--- config.mk ---
export PLATFORM = sky130hd
export DESIGN_NAME = viterbi_chan_sched
export DESIGN_NICKNAME = d
export VERILOG_FILES = /design/src/rtl/viterbi_chan_sched.sv
export SDC_FILE = /design/constraint.sdc
export NUM_CORES = 1
export LEC_CHECK = 0
export CAP_MARGIN = 5
export CORE_AREA = 2 2 130 94
export DETAILED_ROUTE_END_ITERATION = 8
export DIE_AREA = 0 0 132 96
export GPL_ROUTABILITY_DRIVEN = 0
export PLACE_DENSITY = 0.74
export SLEW_MARGIN = 30
export SYNTH_ARGS = -nofsm -noshare
export SYNTH_HDL_FRONTEND = slang
export SYNTH_SLANG_ARGS = --single-unit
--- constraint.sdc ---
create_clock -name clk -period 3.5 [get_ports clk]
set_clock_uncertainty 0.1 [all_clocks]
set_input_delay 0.7 -clock clk [delete_from_list [all_inputs] [get_ports clk]]
set_output_delay 0.7 -clock clk [all_outputs]
set_load 0.1 [all_outputs]
--- src/rtl/viterbi_chan_sched.sv ---
// viterbi_chan_sched
// Time-shares one Viterbi decode pipeline among NCH requester channels.
// Each granted frame is streamed word by word, followed by FLUSH_WORDS zero
// words that push the trellis through. Decoded bytes are tagged with the
// owning channel, and bytes produced by the flush words are dropped.
// Build option: define ARB_FIXED_PRIO_EN for fixed priority (channel 0 first)
// instead of the default round-robin arbitration.
module viterbi_chan_sched #(
  parameter int NCH         = 4,
  parameter int CW          = 2,
  parameter int MAX_WORDS   = 64,
  parameter int FLUSH_WORDS = 3,
  parameter int TIMEOUT     = 255
) (
  input  logic              clk,
  input  logic              rst_n,
  input  logic [NCH-1:0]    req_valid_i,
  input  logic [NCH*16-1:0] req_data_i,
  input  logic [NCH-1:0]    req_last_i,
  output logic [NCH-1:0]    req_ready_o,
  output logic              core_valid_o,
  output logic [15:0]       core_data_o,
  input  logic              core_ready_i,
  input  logic [7:0]        byte_i,
  input  logic              byte_valid_i,
  output logic [7:0]        out_data_o,
  output logic              out_valid_o,
  output logic [CW-1:0]     out_chan_o,
  output logic              out_last_o,
  output logic              busy_o,
  output logic              err_timeout_o
);

  localparam int WW = $clog2(MAX_WORDS + 1);
  localparam int BW = $clog2(MAX_WORDS + FLUSH_WORDS + 1) + 1;
  localparam int FW = $clog2(FLUSH_WORDS + 1);
  localparam int TW = $clog2(TIMEOUT + 1);

  localparam logic [WW-1:0] LAST_WORD_IDX  = WW'(MAX_WORDS - 1);
  localparam logic [FW-1:0] LAST_FLUSH_IDX = FW'(FLUSH_WORDS - 1);
  localparam logic [TW-1:0] TMO_LAST       = TW'(TIMEOUT - 1);
  localparam logic [BW-1:0] FLUSH_B        = BW'(FLUSH_WORDS);
  localparam logic [CW-1:0] LAST_CH        = CW'(NCH - 1);

  typedef enum logic [2:0] {
    S_IDLE,
    S_ARB,
    S_SEND,
    S_FLUSH,
    S_DRAIN
  } state_t;

  state_t        state_q, state_d;
  logic [CW-1:0] grant_q, grant_d;
  logic [CW-1:0] rr_ptr_q, rr_ptr_d;
  logic [WW-1:0] word_cnt_q, word_cnt_d;
  logic [WW-1:0] data_words_q, data_words_d;
  logic [FW-1:0] flush_cnt_q, flush_cnt_d;
  logic [BW-1:0] byte_cnt_q, byte_cnt_d;
  logic [TW-1:0] tmo_cnt_q, tmo_cnt_d;
  logic [7:0]    out_data_q, out_data_d;
  logic          out_valid_q, out_valid_d;
  logic [CW-1:0] out_chan_q, out_chan_d;
  logic          out_last_q, out_last_d;
  logic          err_q, err_d;

  logic [15:0]   ch_word [NCH];
  logic [CW-1:0] arb_idx;
  logic          arb_hit;
  logic          xfer;
  logic          go_flush;
  logic          in_frame;
  logic          len_known;
  logic [BW-1:0] dw_b;
  logic          byte_keep;
  logic          byte_last;

  for (genvar g = 0; g < NCH; g++) begin : g_split
    assign ch_word[g] = req_data_i[16*g +: 16];
  end

  // Arbiter: first valid channel searching upward from rr_ptr (or from 0).
  always_comb begin
    int          c;
    logic [CW-1:0] cidx;
    arb_idx = '0;
    arb_hit = 1'b0;
    c       = 0;
    cidx    = '0;
    for (int i = 0; i < NCH; i++) begin
`ifdef ARB_FIXED_PRIO_EN
      c = i;
`else
      c = (int'(rr_ptr_q) + i) % NCH;
`endif
      cidx = CW'(c);
      if (!arb_hit && req_valid_i[cidx]) begin
        arb_hit = 1'b1;
        arb_idx = cidx;
      end
    end
  end

  // Word handshake towards the pipeline: pass-through in SEND, zeros in FLUSH.
  always_comb begin
    // NOTE: every output gets a default before the case, so no path can leave
    // one unassigned and infer a latch.
    core_valid_o = 1'b0;
    core_data_o  = '0;
    req_ready_o  = '0;
    case (state_q)
      S_SEND: begin
        core_valid_o         = req_valid_i[grant_q];
        core_data_o          = ch_word[grant_q];
        req_ready_o[grant_q] = core_ready_i;
      end
      S_FLUSH: core_valid_o = 1'b1;
      default: ;
    endcase
  end

  assign xfer      = core_valid_o & core_ready_i;
  assign go_flush  = (state_q == S_SEND) && xfer &&
                     (req_last_i[grant_q] || (word_cnt_q == LAST_WORD_IDX));
  assign in_frame  = (state_q == S_SEND) || (state_q == S_FLUSH) || (state_q == S_DRAIN);
  // While still sending, the frame length is only known on the closing transfer;
  // until then every byte necessarily belongs to an already-sent data word.
  assign len_known = (state_q != S_SEND) || go_flush;
  assign dw_b      = go_flush ? BW'(word_cnt_q) + BW'(1) : BW'(data_words_q);
  assign byte_keep = !len_known || (byte_cnt_q < dw_b);
  assign byte_last = len_known && (byte_cnt_q == dw_b - BW'(1));

  // Next-state, counters and tagged-byte output computation.
  always_comb begin
    state_d      = state_q;
    grant_d      = grant_q;
    rr_ptr_d     = rr_ptr_q;
    word_cnt_d   = word_cnt_q;
    data_words_d = data_words_q;
    flush_cnt_d  = flush_cnt_q;
    byte_cnt_d   = byte_cnt_q;
    tmo_cnt_d    = tmo_cnt_q;
    err_d        = err_q;
    out_valid_d  = 1'b0;
    out_last_d   = 1'b0;
    out_data_d   = out_data_q;
    out_chan_d   = out_chan_q;

    // A strobe is counted in every frame state, including on a state change.
    if (byte_valid_i && in_frame) begin
      byte_cnt_d = byte_cnt_q + BW'(1);
      if (byte_keep) begin
        out_valid_d = 1'b1;
        out_last_d  = byte_last;
        out_data_d  = byte_i;
        out_chan_d  = grant_q;
      end
    end

    case (state_q)
      S_IDLE: begin
        if (|req_valid_i) state_d = S_ARB;
      end
      S_ARB: begin
        if (arb_hit) begin
          grant_d    = arb_idx;
`ifdef ARB_FIXED_PRIO_EN
          rr_ptr_d   = '0;
`else
          rr_ptr_d   = (arb_idx == LAST_CH) ? '0 : arb_idx + CW'(1);
`endif
          word_cnt_d = '0;
          byte_cnt_d = '0;
          state_d    = S_SEND;
        end else begin
          state_d = S_IDLE;
        end
      end
      S_SEND: begin
        if (xfer) word_cnt_d = word_cnt_q + WW'(1);
        if (go_flush) begin
          data_words_d = word_cnt_q + WW'(1);
          flush_cnt_d  = '0;
          state_d      = S_FLUSH;
        end
      end
      S_FLUSH: begin
        if (xfer) begin
          flush_cnt_d = flush_cnt_q + FW'(1);
          if (flush_cnt_q == LAST_FLUSH_IDX) begin
            tmo_cnt_d = '0;
            state_d   = S_DRAIN;
          end
        end
      end
      S_DRAIN: begin
        if (byte_cnt_q >= BW'(data_words_q) + FLUSH_B) begin
          state_d = S_IDLE;
        end else if (tmo_cnt_q == TMO_LAST) begin
          err_d   = 1'b1;
          state_d = S_IDLE;
        end else begin
          tmo_cnt_d = tmo_cnt_q + TW'(1);
        end
      end
      default: state_d = S_IDLE;
    endcase
  end

  // State and datapath registers, cleared asynchronously by rst_n.
  always_ff @(posedge clk or negedge rst_n) begin
    if (!rst_n) begin
      state_q      <= S_IDLE;
      grant_q      <= '0;
      rr_ptr_q     <= '0;
      word_cnt_q   <= '0;
      data_words_q <= '0;
      flush_cnt_q  <= '0;
      byte_cnt_q   <= '0;
      tmo_cnt_q    <= '0;
      out_data_q   <= '0;
      out_valid_q  <= 1'b0;
      out_chan_q   <= '0;
      out_last_q   <= 1'b0;
      err_q        <= 1'b0;
    end else begin
      // NOTE: non-blocking assignments so every flop samples pre-edge values.
      state_q      <= state_d;
      grant_q      <= grant_d;
      rr_ptr_q     <= rr_ptr_d;
      word_cnt_q   <= word_cnt_d;
      data_words_q <= data_words_d;
      flush_cnt_q  <= flush_cnt_d;
      byte_cnt_q   <= byte_cnt_d;
      tmo_cnt_q    <= tmo_cnt_d;
      out_data_q   <= out_data_d;
      out_valid_q  <= out_valid_d;
      out_chan_q   <= out_chan_d;
      out_last_q   <= out_last_d;
      err_q        <= err_d;
    end
  end

  assign out_data_o    = out_data_q;
  assign out_valid_o   = out_valid_q;
  assign out_chan_o    = out_chan_q;
  assign out_last_o    = out_last_q;
  assign err_timeout_o = err_q;
  assign busy_o        = (state_q != S_IDLE);

endmodule

* Yosys cells after proc, flatten, opt, wreduce, memory -nomap -nowiden
Cells that the tools add are included.
Storage, ports and cells: register bits after elaboration 52, input bits 84
Operators by class: add/sub/neg operators 11, reductions and logical operators 31, magnitude comparators 9, mux-type cells 56, bitwise gates (word level) 4, equal/unequal tests 19
Operators by type and width (count):
- two-way mux 8 bit | 8
- two-way mux 16 bit | 3
- binary-select mux 16 bit (select 2 bit) | 1
- two-way mux 3 bit | 6
- adder 8 x 1 -> 8 bit, second input constant | 2
- two-way mux 2 bit | 8
- one-hot mux 8 bit (2 select lines) | 1
- < comparator 2 x 3 -> 1 bit, second input constant | 5
- two-way mux 1 bit | 15
- one-hot mux 3 bit (5 select lines) | 1
- two-way mux 7 bit | 2
- inequality test 2 bit, second input constant | 7
- one-hot mux 7 bit (2 select lines) | 1
- binary-select mux 1 bit (select 2 bit) | 6
- AND reduction 5 bit | 2
- AND reduction 3 bit | 3
- adder 7 x 1 -> 8 bit, second input constant | 1
- adder 7 x 2 -> 8 bit, second input constant | 1
- == test 8 bit | 1
- == test 8 bit, second input constant | 1
- >= comparator 8 bit | 1
- logical AND 1 bit | 8
- < comparator 8 bit | 1
- subtractor 8 x 1 -> 8 bit, second input constant | 1
- other kinds (28) | 44

* Longest topological paths before layout
depth in word-level cells 14, mapped depth 20, depth with buffers taken out 17

* Worst setup path before layout
Ideal clock, no wire load.
path type input to register, start point in req_valid_i[1], end point reg out_data_q[0], in the netlist out_data_o[0], required time 3.275 ns, setup slack -0.677 ns, arrival 3.951 ns, setup time 0.125 ns, cell stages on the path 20, path through buf_6 > mux4_2 > and3_1 > buf_2 > o21a_4 > buf_6 > buf_2 > nor2_1 > a21o_1 > inv_1 > ha_1 > nor2b_1 > o21a_1 > o21a_1 > o21a_1 > o211ai_1 > a21o_1 > nand2_1 > inv_2 > mux2_2
Between the ends: longest elaborated chain between the ends 10
RTL lines:
- start, declared | line 17 | input logic [NCH-1:0] req_valid_i,
- binary-select mux 1 bit (select 2 bit) (*) | line 113 | core_valid_o = req_valid_i[grant_q];
- two-way mux 1 bit (not written as such) (*) | line 113
- one-hot mux 1 bit (2 select lines) (*) | line 111 | case (state_q)
- AND 1 bit (*) | line 122 | assign xfer = core_valid_o & core_ready_i;
- logical AND 1 bit (*) (2 in series) | line 123 | assign go_flush = (state_q == S_SEND) && xfer &&
- two-way mux 8 bit or logical OR 1 bit (tied branches) | line 129, 128
- < comparator 8 bit or logical NOT 1 bit (tied branches) | line 130 | assign byte_keep = !len_known || (byte_cnt_q < dw_b);
- logical OR 1 bit (*) | line 130
- AND reduction 2 bit (no line) (*)
- end signal, assigned | line 236 | out_data_q <= out_data_d;
- end, declared | line 61 | logic [7:0] out_data_q, out_data_d;
Every way passes the cells marked *; elsewhere a longest branch is shown, timed or not. The select of a mux whose other input is x is not followed. A chain may end at the register's enable or synchronous reset.

* Worst setup path in the final report
start point in req_valid_i[3], end point reg out_data_q[7], in the netlist out_data_o[7]
The elaborated chain is that of the path after synthesis.

==> implementation parameters <==
Parameter                              Value

Outcome
  Run status ... finished, violations left
  Failing checks ... negative setup slack

Yosys
  Sequential cell area fraction in the yosys report ... about a third
  Post-synthesis async set-or-reset flop share ... 100.0%
  Post-Synthesis Cells ... 411
  Area of the mapped netlist ... 3929 µm²
  Main flop type after synthesis ... sky130_fd_sc_hd__dfrtp_1
  Fraction of synthesized area in multiplexers ... 17.58%
  EDFF count, synth ... 0
  Cell type with the highest aggregate area in the netlist ... sky130_fd_sc_hd__dfrtp_1
  Count of distinct cell types in the synthesized netlist ... 53
  Post-synthesis share of cell area spent on xor and xnor gates ... 7.803%
  Share of the synthesized area in compound gates (AO/OA/AOI/OAI) ... 10.57%
  Share of synthesized cell area in and, or, nand and nor gates ... about a fifth
  Leading cell types by total area after synthesis ... sky130_fd_sc_hd__dfrtp_1, sky130_fd_sc_hd__mux4_2, sky130_fd_sc_hd__ha_1, sky130_fd_sc_hd__xnor2_1, sky130_fd_sc_hd__nor2_1
  Largest family of logic cells by synthesized area ... simple AND/OR/NAND/NOR gates
  Synth Register Bits ... 52
  Fraction of post-synthesis cell area in the top cell type by area ... 33.12%
  Syn Nets ... 518
  Per-instance average area after synthesis ... roughly 9.6 µm²
  Yosys warning count ... 0
  Arithmetic-cell share of the synthesized area counting full adders, half adders and majority gates ... under 10%

GRT
  Number of global-route vias before repair ... 3,640
  Largest net degree at the start of global routing ... 31
  Wire length of the first global-routing pass ... 17.76 mm
  Antenna violations before repair ... 0
  Total Routing Usage GR ... 17.37%
  GRT Residual Overflow ... 0

STA
  Setup slack of the critical path after layout ... -0.01682 ns
  Crit path time final ... around 3.5 ns
  Count of final max-slew check failures ... 0
  Share of the clock period used by the worst path after layout ... 100.5%
  Final count of hold timing violations ... 0
  Maximum achievable frequency ... between 0.2 and 0.3 GHz
  Actual slew at the worst max-slew pin ... ~0.97 ns
  Setup repair after global routing missed its margin ... yes
  Final setup viols ... 9
  Worst rel slew slack ... 35.16%

Clocking
  Clock latency on the worst-skew pair ... 0.30 ns
  Inserted Clock Buffers ... 5
  TritonCTS clock tree ... done
  Clock Tree Root ... sky130_fd_sc_hd__clkbuf_16
  Worst-case clock buffer depth ... 2
  Hold-fix buffer count after cts ... 0
  Number of clock sinks ... 52
  Clock transition at the registers of the reported paths ... about 0.080 ns
  Deepest level of the CTS H-tree ... 2

Place
  Number of I/O port buffers ... 118
  Placed wire-length estimate after detailed placement ... 8.965 mm
  Count of placed standard cells including taps ... about 700
  Worst slack at placement ... -0.7005 ns

Critical path
  Category of cells accounting for the largest share of critical-path delay ... compound AO/OA/AOI/OAI gates
  Largest fanout of any net on the critical path ... 4
  Data arrival time at the worst-slack endpoint ... 3.61 ns
  Cell type with the highest occurrence count on the critical path ... sky130_fd_sc_hd__o21a_1
  Critical Path Start Type ... input port
  Highest cell delay on the worst timing path ... 0.50 ns
  Critical path cell sequence ... buf_6 > mux4_2 > and3_4 > o21a_4 > nor2_4 > a21o_1 > inv_2 > ha_4 > nor2b_1 > o21a_1 > o21a_1 > o21a_1 > o211ai_1 > a21o_1 > nand2_4 > clkinvlp_4 > mux2_4
  Bufs and invs on worst path ... 3
  Start-to-end type of the worst setup path ... in -> reg
  Slowest cell on the critical path ... sky130_fd_sc_hd__mux4_2
  Capturing element type of the critical path ... flop
  Required time of the critical path ... 3.59 ns

Min path
  Hold crit path type ... in -> async

Cells and area
  Non-filler instance count after layout ... just over 700
  Commonest non-fill, non-tap cell in the layout ... sky130_fd_sc_hd__clkdlybuf4s50_1
  Layout Area Growth over Synthesis ... 51.56%
  Layout net count ... 663
  Ant diodes ... 0
  Post-layout utilization of the core ... 52.06%
  Layout cells sized above 1 ... 24.60%
  Highest-count cells in the layout ignoring fill and taps ... sky130_fd_sc_hd__clkdlybuf4s50_1, sky130_fd_sc_hd__dfrtp_1, sky130_fd_sc_hd__buf_4

Floorplan
  Die X ... 132 µm
  Die outline height ... ~96 µm
  I/O pin total ... 119
  Initial standard-cell utilization of the core ... 34.35%
  Placement row count ... 33
  Die Footprint ... ~13,000 µm²
  Placeable Area ... 11,440 µm²

Routing
  DRC violation count after routing ... 0
  Number of search-and-repair iterations in the first detailed-routing pass ... 5
  Initial drt markers ... between 200 and 300
  Antenna Violating Nets Remaining ... 0
  Routed len/inst ... around 16 µm
  Via-per-instance ratio ... around 5.2
  Wire length reported by the detailed router ... approximately 11 mm
  Total vias in the final route ... 3,694

Power
  Pleak ... 2.621 nW
  Power Density ... ~850 nW/µm²
  Worst VDD drop ... 0.4473 mV

Run
  Reported max-cap violation count ... 0
-- cells by family after synthesis --
family	after synthesis
buffers and inverters	41
AO/OA/AOI/OAI	64
multiplexers	42
flip-flops	52
XOR/XNOR	35
AND/OR/NAND/NOR	154
adder cells (fa/ha/maj)	23
-- cells in the mapped netlist, types with 3 or more instances --
cell type and count:
sky130_fd_sc_hd__dfrtp_1 52, sky130_fd_sc_hd__nor2_1 43, sky130_fd_sc_hd__nand2_1 36, sky130_fd_sc_hd__ha_1 23, sky130_fd_sc_hd__xnor2_1 20, sky130_fd_sc_hd__nand3_1 19
sky130_fd_sc_hd__inv_1 18, sky130_fd_sc_hd__mux4_2 18, sky130_fd_sc_hd__clkbuf_1 17, sky130_fd_sc_hd__o21ai_0 17, sky130_fd_sc_hd__and2_1 16, sky130_fd_sc_hd__xor2_1 15
sky130_fd_sc_hd__a21oi_1 13, sky130_fd_sc_hd__mux2_2 13, sky130_fd_sc_hd__mux2i_1 8, sky130_fd_sc_hd__and3_1 6, sky130_fd_sc_hd__nand2b_1 6, sky130_fd_sc_hd__nor3_1 5
sky130_fd_sc_hd__nand4_1 4, sky130_fd_sc_hd__nor2b_1 4, sky130_fd_sc_hd__a211oi_1 3, sky130_fd_sc_hd__a21boi_1 3, sky130_fd_sc_hd__a21o_1 3, sky130_fd_sc_hd__a31oi_1 3
sky130_fd_sc_hd__nor4_1 3, sky130_fd_sc_hd__o211ai_1 3, sky130_fd_sc_hd__o21a_1 3, sky130_fd_sc_hd__o31ai_1 3
-- area by class of cell --
| cell class | count | area (µm²) |
|---|---|---|
| Clock buffer | 5 | 125.1 |
| Clock inverter | 3 | 28.78 |
| Fill cell | 978 | 5483 |
| Inverter | 19 | 73.82 |
| Multi-Input combinational cell | 318 | 2532 |
| Sequential cell | 52 | 1301 |
| Tap cell | 157 | 196.4 |
| Timing Repair Buffer | 159 | 1689 |
| Timing Repair inverter | 1 | 7.507 |
-- power breakdown --
group	leakage, nW	total, mW	switching (mW)	internal (mW)
clock network	0.0767	0.519	0.243	0.276
registers	0.674	0.968	0.189	0.778
logic	1.87	3.56	2.19	1.37
total	2.62	5.04	2.62	2.42
-- final timing paths --
| path | start | to | slack (ns) | cells past startpoint |
|---|---|---|---|---|
| worst min register to register | err_timeout_o | err_timeout_o | 0.40 | 1 |
| worst min-delay path | rst_n | byte_cnt_q[5] | 0.27 | 1 |
| max in group asynchronous | rst_n | tmo_cnt_q[0] | 2.26 | 2 |
| worst max register to register | grant_q[1] | out_data_o[7] | 0.02 | 16 |
| worst max-delay path | req_valid_i[3] | out_data_o[7] | -0.02 | 17 |
| min in group clk | err_timeout_o | err_timeout_o | 0.40 | 1 |
-- through the flow --
stage          power (mW)   TNS, ns  hold WS (ns)  cell area, µm²
2_1_floorplan       3.336    -5.627        0.3044            3969
3_3_place_gp        4.343    -6.499        0.3770            5652
3_5_place_dp        4.414    -7.591        0.3794            5652
4_1_cts             5.017    -1.120        0.2873            5889
5_1_grt             5.298    -1.084        0.3084            5954
6_report            5.044  -0.07972        0.2702            5954
-- registers in the layout, summed over array words and instances (netlist names), named ones only --
name           cells
flush_cnt_q        2
out_data_o         8
rr_ptr_q           1
err_timeout_o      1
out_valid_o        1
tmo_cnt_q          8
word_cnt_q         7
data_words_q       7
byte_cnt_q         8
state_q            3
out_chan_o         2
grant_q            2
out_last_o         1
-- per-layer routing --
layer  vias to the layer above  GRT usage (%)  share of wire, %
met5                         -              0                 0
met4                         0          3.533              0.99
met3                        12          3.212               4.8
met2                       120          30.99                51
met1                      1818          22.34                43
li1                       1744              -                 -
-- repair_timing --
item	4_1_cts	5_1_grt
gates resized for setup	34	8
hold endpoints to repair	0	0
gates cloned	1	0
pin swaps	8	8
setup buffers	6	3
endpoints found under the setup margin	12	12
Power figures use the tool's default switching activity.
